**config.mk**
```make
export PLATFORM = sky130hd
export DESIGN_NAME = upg_mem_arbiter
export DESIGN_NICKNAME = d
export VERILOG_FILES = /design/src/rtl/upg_arb_pkg.sv /design/src/rtl/upg_mem_arbiter_edge_detect.sv /design/src/rtl/upg_mem_arbiter.sv
export SDC_FILE = /design/constraint.sdc
export NUM_CORES = 1
export LEC_CHECK = 0
export BUFFER_PORTS_ARGS = -buffer_cell sky130_fd_sc_hd__buf_2
export CORE_AREA = 2 2 108 110
export CTS_BUF_LIST = sky130_fd_sc_hd__clkbuf_8 sky130_fd_sc_hd__clkbuf_16
export CTS_CLUSTER_SIZE = 25
export DETAILED_ROUTE_END_ITERATION = 16
export DIE_AREA = 0 0 110 112
export SYNTH_ARGS = -nofsm -noshare
export SYNTH_HDL_FRONTEND = slang
export SYNTH_HIERARCHICAL = 1
export SYNTH_SLANG_ARGS = --single-unit
```
**constraint.sdc**
```tcl
create_clock -name clk -period 2.6 [get_ports clk]
set_input_delay 0.13 -clock clk [delete_from_list [all_inputs] [get_ports clk]]
set_output_delay 0.13 -clock clk [all_outputs]
set_load 0.02 [all_outputs]
```
**src/rtl/upg_arb_pkg.sv**
```systemverilog
// Shared types and defaults for the UART-programmer / CPU memory arbiter.
//   arb_state_e  : ownership state, also exported as the mode display code
//   ADR_W_DEF    : default word address width of each memory
//   DAT_W_DEF    : default data width
//   DMEM_SEL_BIT : bit of the programmer address that selects dmem over imem
package upg_arb_pkg;

    localparam int unsigned ADR_W_DEF    = 14;
    localparam int unsigned DAT_W_DEF    = 32;
    localparam int unsigned DMEM_SEL_BIT = ADR_W_DEF;

    typedef enum logic [1:0] {
        ST_BOOT  = 2'b00,
        ST_RUN   = 2'b01,
        ST_DRAIN = 2'b10
    } arb_state_e;

endpackage

```
**src/rtl/upg_mem_arbiter_edge_detect.sv**
```systemverilog
// Rising-edge detector: compares the input against its registered copy.
//   clk, rst : clock, synchronous active-high reset
//   din      : level input
//   rise_c   : high in the first cycle din is seen high after being low
module upg_mem_arbiter_edge_detect (
    input  logic clk,
    input  logic rst,
    input  logic din,
    output logic rise_c
);

    logic prev_q;
    logic prev_d;

    always_comb begin
        prev_d = din;
        rise_c = din & ~prev_q;
    end

    always_ff @(posedge clk) begin
        if (rst) begin
            prev_q <= 1'b0;
        end else begin
            prev_q <= prev_d;
        end
    end

endmodule

```
**src/rtl/upg_mem_arbiter.sv**
```systemverilog
// Memory port arbiter between the UART programmer and the CPU load/store path.
// After reset the programmer owns imem/dmem (BOOT) with the CPU held; upg_done
// hands ownership to the CPU (RUN); a upg_start edge drains any CPU access and
// returns to BOOT.
//   cpu_*  : CPU dmem request/ack handshake, cpu_hold keeps the CPU in reset
//   upg_*  : programmer write port, done/start levels, upg_rst holds it in reset
//   imem_* : instruction memory write port
//   dmem_* : data memory port, dmem_rdat has one cycle of BRAM latency
//   prog_cnt : words written in the current BOOT session
//   mode   : current state code for display
module upg_mem_arbiter
    import upg_arb_pkg::*;
#(
    parameter int unsigned ADR_W     = ADR_W_DEF,
    parameter int unsigned DAT_W     = DAT_W_DEF,
    parameter int unsigned CNT_W     = 16,
    parameter int unsigned DRAIN_MAX = 8
) (
    input  logic             clk,
    input  logic             rst,
    input  logic             cpu_req,
    input  logic             cpu_we,
    input  logic [ADR_W-1:0] cpu_adr,
    input  logic [DAT_W-1:0] cpu_wdat,
    output logic [DAT_W-1:0] cpu_rdat,
    output logic             cpu_ack,
    output logic             cpu_hold,
    input  logic             upg_wen,
    input  logic [ADR_W:0]   upg_adr,
    input  logic [DAT_W-1:0] upg_dat,
    input  logic             upg_done,
    input  logic             upg_start,
    output logic             upg_rst,
    output logic             imem_wen,
    output logic [ADR_W-1:0] imem_adr,
    output logic [DAT_W-1:0] imem_dat,
    output logic             dmem_wen,
    output logic [ADR_W-1:0] dmem_adr,
    output logic [DAT_W-1:0] dmem_dat,
    input  logic [DAT_W-1:0] dmem_rdat,
    output logic [CNT_W-1:0] prog_cnt,
    output logic [1:0]       mode
);

    localparam int unsigned DC_W = (DRAIN_MAX > 2) ? $clog2(DRAIN_MAX) : 1;

    arb_state_e       state_q, state_d;
    logic             outst_q, outst_d;
    logic             ack_q, ack_d;
    logic [DAT_W-1:0] rdat_q, rdat_d;
    logic [CNT_W-1:0] prog_cnt_q, prog_cnt_d;
    logic [DC_W-1:0]  drain_cnt_q, drain_cnt_d;
    logic             hold_q, hold_d;
    logic             upg_rst_q, upg_rst_d;
    logic             grant;
    logic             start_rise;

    upg_mem_arbiter_edge_detect u_start_edge (
        .clk    (clk),
        .rst    (rst),
        .din    (upg_start),
        .rise_c (start_rise)
    );

    // Next state, memory port mux and counters
    always_comb begin
        state_d     = state_q;
        prog_cnt_d  = prog_cnt_q;
        drain_cnt_d = '0;
        rdat_d      = rdat_q;
        grant       = 1'b0;
        imem_wen    = 1'b0;
        imem_adr    = '0;
        imem_dat    = '0;
        dmem_wen    = 1'b0;
        dmem_adr    = '0;
        dmem_dat    = '0;

        unique case (state_q)
            ST_BOOT: begin
                imem_wen = upg_wen & ~upg_adr[ADR_W];
                imem_adr = upg_adr[ADR_W-1:0];
                imem_dat = upg_dat;
                dmem_wen = upg_wen & upg_adr[ADR_W];
                dmem_adr = upg_adr[ADR_W-1:0];
                dmem_dat = upg_dat;
                if (upg_wen && (prog_cnt_q != '1)) begin
                    prog_cnt_d = prog_cnt_q + CNT_W'(1);
                end
                if (upg_done) begin
                    state_d = ST_RUN;
                end
            end
            ST_RUN: begin
                // At most one access in flight, so a held request is granted every other cycle
                if (cpu_req && !outst_q) begin
                    grant    = 1'b1;
                    dmem_wen = cpu_we;
                    dmem_adr = cpu_adr;
                    dmem_dat = cpu_wdat;
                end
                if (start_rise) begin
                    state_d = ST_DRAIN;
                end
            end
            ST_DRAIN: begin
                // Timeout guards against an access that never retires
                if (!outst_q || (drain_cnt_q == DC_W'(DRAIN_MAX - 1))) begin
                    state_d    = ST_BOOT;
                    prog_cnt_d = '0;
                end else begin
                    drain_cnt_d = drain_cnt_q + DC_W'(1);
                end
            end
            default: begin
                state_d    = ST_BOOT;
                prog_cnt_d = '0;
            end
        endcase

        outst_d = grant;
        ack_d   = grant;
        if (ack_q) begin
            rdat_d = dmem_rdat;
        end

        hold_d    = (state_d == ST_BOOT);
        upg_rst_d = (state_d != ST_BOOT);
    end

    always_ff @(posedge clk) begin
        if (rst) begin
            state_q     <= ST_BOOT;
            outst_q     <= 1'b0;
            ack_q       <= 1'b0;
            rdat_q      <= '0;
            prog_cnt_q  <= '0;
            drain_cnt_q <= '0;
            hold_q      <= 1'b1;
            upg_rst_q   <= 1'b0;
        end else begin
            state_q     <= state_d;
            outst_q     <= outst_d;
            ack_q       <= ack_d;
            rdat_q      <= rdat_d;
            prog_cnt_q  <= prog_cnt_d;
            drain_cnt_q <= drain_cnt_d;
            hold_q      <= hold_d;
            upg_rst_q   <= upg_rst_d;
        end
    end

    // BRAM data arrives in the ack cycle; pass it through then, hold it afterwards
    always_comb begin
        cpu_rdat = ack_q ? dmem_rdat : rdat_q;
        cpu_ack  = ack_q;
        cpu_hold = hold_q;
        upg_rst  = upg_rst_q;
        prog_cnt = prog_cnt_q;
        mode     = state_q;
    end

endmodule
```
==> qor.yml, run 1 <==
clkSinkCount: 57
cts_setup_buffers: 0
drive_above_1_share_pct: 55.4
crit_fanout: 48
fmax_mhz: 434
hp-class: "in -> reg"
drc: 0
cts_root_buf: "clkbuf_16"
grt_max_degree: 49
reg2reg_depth: 5
peakVddDrop_mv: 0.452
grt_pass1_wl_um: 17600
synth_nets: 481
placed_cells: 749
coreArea_sq_um: 11200
rsz0062_at_grt: "no"
ctsResizeCount: 0
avgSynthCellArea_sq_um: 9.16
ctsHoldBuffers: 0
ys_seq_area_share_pct: 36.0
tightest_slew_ns: 0.989
tns_ns: 0
clkLatencyLatePin_ns: 0.32
yosysWarnings: 6
antenna_found_initial: 0
nets: 752
required_ns: 2.47
place_area_sq_um: 4680
htree_levels: 3
final_cell_mix: "278 x buf_2, 57 x dfxtp_1, 49 x and2_1"
grt_pass1_vias: 3504
end_kind: "output port"
fin_skew_ns: 0.00873
maxSlewViolCount: 0
wire_per_inst_um: 15.2
clkTransAtPathRegs_ns: 0.05
dieHeight_um: 112
initial_utilization_pct: 28.4
holdPathStages: 2
placementRows: 39
hold_violations: 0
period_share_pct: 88.6
synthTopCellsByArea: "dfxtp_1 36%, mux2_2 11%, a21o_1 11%"
synth.cell_area_sq_um: 3170
synth_edf_count: 0
ant_nets: 0
gp_congestion: 0.940
cts_tree: "built"
cap_viol_max_count: 0
viasPerCell: 4.72
synth-seq-cells: 57
p_total_mw: 2.90
layout_commonest_cell: "buf_2"
drt_pre_antenna_iters: 4
cts_buffers: 9
gr-total-overflow: 0
worst-path-buf-inv: 1
wl_um: 11600
cellLeakagePower_nw: 2.81
fin_cells: 764
cpLargestDelayFamily: "simple AND/OR/NAND/NOR gates"
reg2reg_slack_ns: 0.51
crit_chain: "and4bb_2 -> a21o_1 -> buf_2"
final_cell_area_sq_um: 4990
area_growth_pct: 57.4
crit_slowest_cell: "and4bb_2"
ys_async_sr_fraction_pct: 0
n_antenna_cell: 0
synth_cell_type_count: 45
setup_viol: 0
min_period_ns: 2.30
yosysTopAreaCellShare_pct: 36.0
criticalPathCategory: "reg -> out"
dr.first_iter.drc_count: 96
track_usage_pct: 18.4
dp_hpwl_um: 9290
dieWidth_um: 110
dieArea_sq_um: 12300
fin_hold_ws_ns: 0.0460
critPathLaunchType: "register"
power_density_nw_per_um2: 581
vias: 3603
arrival_ns: 2.17
synthCells: 346
cpPeakStageDelay_ns: 0.93
io_pins: 279
synth.largest_area_cell: "dfxtp_1"
synth_flop_cell: "dfxtp_1"
relSlewSlack_pct: 34.0
numPortBuffers: 278
cp.depth: 3
status: "completed"
clock_path_buffers: 2
-- sequential cells by signal, indices dropped and copies added (netlist names) --
signal,count
cpu_ack,1
cpu_hold,1
drain_cnt_q,3
mode,2
prog_cnt,16
rdat_q,32
u_start_edge/prev_q,1
upg_rst,1
-- cell families (layout without fill, tap and decap cells) --
kind of cell	Yosys count	after routing	share of synthesized area, %
multiplexers	34	34	12.0
buffers and inverters	24	299	2.96
AND/OR/NAND/NOR	139	139	27.4
adder cells (fa/ha/maj)	3	3	1.18
AO/OA/AOI/OAI	89	89	20.5
flip-flops	57	57	36.0
-- final timing paths --
| kind | start | end |
|---|---|---|
| worst max-delay path | mode[0] | dmem_dat[13] |
| worst min-delay path | upg_start | u_start_edge/prev_q |
| worst max register to register | mode[1] | prog_cnt[11] |
| worst min register to register | drain_cnt_q[0] | drain_cnt_q[0] |
-- layout make-up --
| type | instances | area [sq um] |
|---|---|---|
| tap | 143 | 179 |
| clock buffer | 9 | 225 |
| inverter | 3 | 11.3 |
| multi-input combinational | 265 | 1930 |
| timing repair buffer | 281 | 1410 |
| clock inverter | 6 | 83.8 |
| sequential | 57 | 1140 |
| fill | 1115 | 6190 |
-- report_power, final --
group / internal [mW] / switching, mW / total [mW]
Sequential: 0.895 / 0.0120 / 0.907
Clock: 0.829 / 0.409 / 1.24
Combinational: 0.305 / 0.447 / 0.752
-- Yosys cell counts, drive strengths merged, types with 3 or more instances --
cell type,count
a21o,46
a21oi,14
a311oi,4
a31o,3
a31oi,3
and2,49
buf,5
clkbuf,16
dfxtp,57
ha,3
inv,3
mux2,32
nand2,12
nand2b,3
nand3,6
nand4,4
nor2,12
nor2b,37
nor3,3
o21ai,8
or2,3
-- layer usage --
metal	track usage (%)	vias up	routed length, um
li1	-	1762	-
met1	21.4	1656	4700
met2	32.4	180	5730
met3	6.09	5	1120
met4	3.54	0	60
met5	0	-	0
-- per-stage QoR --
stage,utilization (%),worst slack [ns]
2_1_floorplan,-,0.821
3_3_place_gp,41.9,0.594
3_5_place_dp,41.9,0.517
4_1_cts,44.6,0.262
5_1_grt,44.6,0.136
6_report,44.6,0.297
No activity file was read; power rests on OpenSTA's default activity.
==> inputs of run 2 (changes only) <==
GPL_TIMING_DRIVEN = 0   (was unset)
SLEW_MARGIN = 20   (was unset)
==> qor.yml, run 2 (synthesized netlist as in run 1, its figures left out) <==
drt_pre_antenna_iters: 5  # +1
clock_path_buffers: 2  # unchanged
required_ns: 2.47  # about the same
n_antenna_cell: 0  # unchanged
dp_hpwl_um: 10000  # +7.6%
placementRows: 39  # unchanged
switching_share_pct: 30.6  # +0.60 points
track_usage_pct: 18.7  # +0.36 points
dr.first_iter.drc_count: 124  # +29%
initial_utilization_pct: 28.4  # unchanged
critPathLaunchType: "register"
ant_nets: 0  # unchanged
viasPerCell: 4.76  # +1.0%
io_pins: 279  # unchanged
internal-power_mw: 1.96  # -3.2%
grt_pass1_wl_um: 17700  # +0.59%
fin_skew_ns: 0.00659  # -0.00214 ns
crit_fanout: 10  # -79%
status: "completed"
criticalPathCategory: "reg -> out"
dieHeight_um: 112  # unchanged
cts_setup_buffers: 0  # unchanged
nets: 771  # +2.5%
antenna_found_initial: 0  # unchanged
peakVddDrop_mv: 0.504  # +12%
drive_above_1_share_pct: 53.8  # -1.6 points
clkSinkCount: 57  # unchanged
numPortBuffers: 278  # unchanged
fmax_mhz: 426  # -1.8%
cts_root_buf: "clkbuf_16"
cap_viol_max_count: 0  # unchanged
ctsHoldBuffers: 1  # +1
clkLatencyLatePin_ns: 0.32  # about the same
gr-total-overflow: 0  # unchanged
wire_per_inst_um: 15.5  # +2.0%
dieWidth_um: 110  # unchanged
gp_congestion: 0.918  # -2.3%
arrival_ns: 2.22  # +0.05 ns
cellLeakagePower_nw: 2.83  # +0.49%
rsz0062_at_grt: "no"
final_cell_mix: "281 x buf_2, 57 x dfxtp_1, 49 x and2_1"
hp-class: "in -> reg"
tightest_slew_ns: 0.624  # -0.366 ns
pwr-share-seq_pct: 32.1  # +0.8 points
relSlewSlack_pct: 58.2  # +24 points
power_density_nw_per_um2: 561  # -3.4%
layout_commonest_cell: "buf_2"
p_total_mw: 2.83  # -2.3%
dieArea_sq_um: 12300  # unchanged
combPwrFrac_pct: 27.2  # +1.2 points
area_growth_pct: 59.2
maxSlewViolCount: 0  # unchanged
setup_viol: 0  # unchanged
end_kind: "output port"
grt_max_degree: 11  # -78%
top_register: "rdat_q"
period_share_pct: 90.2  # +1.6 points
min_period_ns: 2.35  # +0.0420 ns
grt_pass1_vias: 3456  # -1.4%
clockPowerShare_pct: 40.7  # -2.0 points
switching_power_uw: 865  # -0.36%
cts_tree: "built"
wl_um: 12100  # +4.5%
largest_reg_flops: 32  # unchanged
hold_violations: 0  # unchanged
htree_levels: 3  # unchanged
ctsResizeCount: 0  # unchanged
cts_buffers: 9  # unchanged
vias: 3730  # +3.5%
coreArea_sq_um: 11200  # unchanged
tns_ns: 0  # unchanged
clkTransAtPathRegs_ns: 0.05  # about the same
drc: 0  # unchanged
run 2: metal layers:
layer  share of wire (%)  up-vias  global-route usage (%)
met5                   0        -                       0
met4                0.91        0                    4.98
met3                  10       10                    5.15
met2                  49      202                    32.7
met1                  40     1722                    22.2
li1                    -     1796                       -
run 2: worst paths after layout:
path                   from             endpoint  cells after the start  slack [ns]
min               upg_start  u_start_edge/prev_q                      2        0.05
min reg2reg  drain_cnt_q[0]       drain_cnt_q[0]                      1        0.43
max reg2reg         mode[1]         prog_cnt[11]                      5        0.61
max                 mode[1]         dmem_dat[10]                      6        0.25
run 2: power groups by stage:
stage | logic, mW | registers [mW] | clock network (mW)
after floorplan | 0.451 | 0.932 | 0
after global placement | 0.765 | 0.925 | 0
after detailed placement | 0.771 | 0.925 | 0
after CTS | 0.775 | 0.908 | 1.18
after global routing | 0.832 | 0.910 | 1.22
final | 0.770 | 0.907 | 1.15
run 2: layout make-up:
type                       count  area (sq um)
fill                        1123          6130
multi-input combinational    265          1930
timing repair buffer         279          1400
sequential                    57          1140
clock buffer                  10           239
tap                          143           179
buffer                        21          82.6
clock inverter                 5          56.3
inverter                       3          11.3
run 2: critical path: stages, from the launching register on:
cell,delay [ns]
dfxtp_1,0.42
nor2_4,0.23
buf_2,0.28
clkbuf_1,0.46
and2_1,0.25
a21o_1,0.09
buf_2,0.15
run 2: stage by stage:
stage | std cells | util [%] | hold slack [ns] | area, sq um | setup slack (ns)
global placement | 767 | 42.4 | 0.329 | 4740 | 0.516
detailed placement | 767 | 42.4 | 0.328 | 4740 | 0.492
finish | 783 | 45.1 | 0.0524 | 5040 | 0.255
CTS | 783 | 45.1 | 0.0429 | 5040 | 0.142
floorplan | 346 | - | 0.194 | 3170 | 0.821
global route | 783 | 45.1 | 0.0552 | 5040 | 0.0610
==> inputs of run 3 (changes only) <==
CAP_MARGIN = 5   (was unset)
PLACE_DENSITY_LB_ADDON = 0.08   (was unset)
==> qor.yml, run 3 (synthesized netlist as in run 1, its figures left out) <==
ctsHoldBuffers: 1  # unchanged
reg2reg_slack_ns: 0.64  # +0.03 ns
coreArea_sq_um: 11200  # unchanged
fillers: 1137  # +1.2%
drt_pre_antenna_iters: 4  # -1
clock_path_buffers: 2  # unchanged
reg2reg_depth: 6  # +1
cts_root_buf: "clkbuf_16"
peakVddDrop_mv: 0.317  # -37%
dieWidth_um: 110  # unchanged
wl_um: 12000  # -1.2%
cap_viol_max_count: 0  # unchanged
fin_cells: 784  # +0.13%
setup_viol: 0  # unchanged
final_cell_mix: "281 x buf_2, 57 x dfxtp_1, 49 x and2_1"
drc: 0  # unchanged
clkLatencyLatePin_ns: 0.32  # about the same
power_density_nw_per_um2: 556  # -0.93%
placed_cells: 767  # unchanged
fmax_mhz: 423  # -0.72%
endpoint: "dmem_dat[10]"
numPortBuffers: 278  # unchanged
maxSlewViolCount: 0  # unchanged
wire_per_inst_um: 15.3  # -1.4%
rsz0062_at_grt: "no"
largest_reg_flops: 32  # unchanged
cts_setup_buffers: 0  # unchanged
dieHeight_um: 112  # unchanged
end_kind: "output port"
dr.first_iter.drc_count: 100  # -19%
arrival_ns: 2.23  # about the same
cp-startpoint: "mode[1]"
gp_congestion: 0.914  # -0.50%
initial_utilization_pct: 28.4  # unchanged
cts_buffers: 9  # unchanged
clkTransAtPathRegs_ns: 0.05  # about the same
r2r-end: "prog_cnt[9]"
placementRows: 39  # unchanged
criticalPathCategory: "reg -> out"
hp-class: "in -> reg"
n_antenna_cell: 0  # unchanged
r2r-start: "prog_cnt[0]"
top_register: "rdat_q"
antenna_found_initial: 0  # unchanged
tightest_slew_ns: 0.552  # -0.0714 ns
crit_fanout: 10  # unchanged
vias: 3670  # -1.6%
layout_commonest_cell: "buf_2"
cellLeakagePower_nw: 2.83  # +0.12%
min_period_ns: 2.36  # +0.0170 ns
hold_violations: 0  # unchanged
drive_above_1_share_pct: 53.5  # -0.24 points
tns_ns: 0  # unchanged
clkSinkCount: 57  # unchanged
grt_max_degree: 11  # unchanged
area_growth_pct: 59.0
cts_tree: "built"
nets: 771  # unchanged
period_share_pct: 90.9  # +0.65 points
ctsResizeCount: 0  # unchanged
track_usage_pct: 18.7  # -0.067 points
htree_levels: 3  # unchanged
grt_pass1_wl_um: 17800  # +0.67%
relSlewSlack_pct: 63.2  # +5.0 points
viasPerCell: 4.68  # -1.7%
io_pins: 279  # unchanged
status: "completed"
dieArea_sq_um: 12300  # unchanged
gr-total-overflow: 0  # unchanged
grt_pass1_vias: 3523  # +1.9%
critPathLaunchType: "register"
dp_hpwl_um: 9840  # -1.6%
fin_skew_ns: 0.00467  # -0.00193 ns
ant_nets: 0  # unchanged
required_ns: 2.47  # about the same
==> run 3: layout make-up <==
cell class / instances / area [sq um] / area share, %
Inverter: 3 / 11.3 / 0.223
Buffer: 21 / 82.6 / 1.64
Sequential cell: 57 / 1140 / 22.6
Tap cell: 143 / 179 / 3.55
Clock buffer: 9 / 225 / 4.47
Timing Repair Buffer: 279 / 1400 / 27.8
Multi-Input combinational cell: 265 / 1930 / 38.4
Clock inverter: 7 / 63.8 / 1.27
==> run 3: metrics by stage <==
stage | area (sq um) | worst slack, ns | utilization [%] | hold slack (ns) | total power, mW
floorplan | 3170 | 0.821 | - | 0.194 | 1.38
global route | 5040 | 0.0688 | 45.1 | 0.0543 | 2.94
detailed placement | 4740 | 0.497 | 42.4 | 0.328 | 1.70
global placement | 4740 | 0.552 | 42.4 | 0.327 | 1.70
finish | 5040 | 0.238 | 45.1 | 0.0414 | 2.80
CTS | 5040 | 0.163 | 45.1 | 0.0298 | 2.84
==> run 3: critical path, cell delays in order, from the launching register on <==
cell and delay (ns):
dfxtp_1 0.42, nor2_4 0.24, buf_2 0.27, clkbuf_1 0.46, and2_1 0.26, a21o_1 0.09
buf_2 0.15
==> run 3: per-layer routing <==
layer	vias to the layer above	share of wire (%)	global-route usage (%)
li1	1796	-	-
met1	1695	41	22.6
met2	169	47	31.4
met3	10	10	6.91
met4	0	0.78	3.80
met5	-	0	0
==> run 3: worst min-delay path by stage <==
stage / end / slack [ns] / cells after the start / startpoint
final: u_start_edge/prev_q / 0.04 / 2 / upg_start
after global routing: u_start_edge/prev_q / 0.05 / 2 / upg_start
after CTS: u_start_edge/prev_q / 0.03 / 2 / upg_start
after detailed placement: u_start_edge/prev_q / 0.33 / 2 / rst
after global placement: u_start_edge/prev_q / 0.33 / 2 / rst
after floorplan: u_start_edge/prev_q / 0.19 / 1 / rst
==> run 3: report_power, final <==
part | total (mW) | internal (mW) | switching (mW)
Clock | 1.12 | 0.730 | 0.391
Combinational | 0.770 | 0.311 | 0.460
Sequential | 0.908 | 0.896 | 0.0125
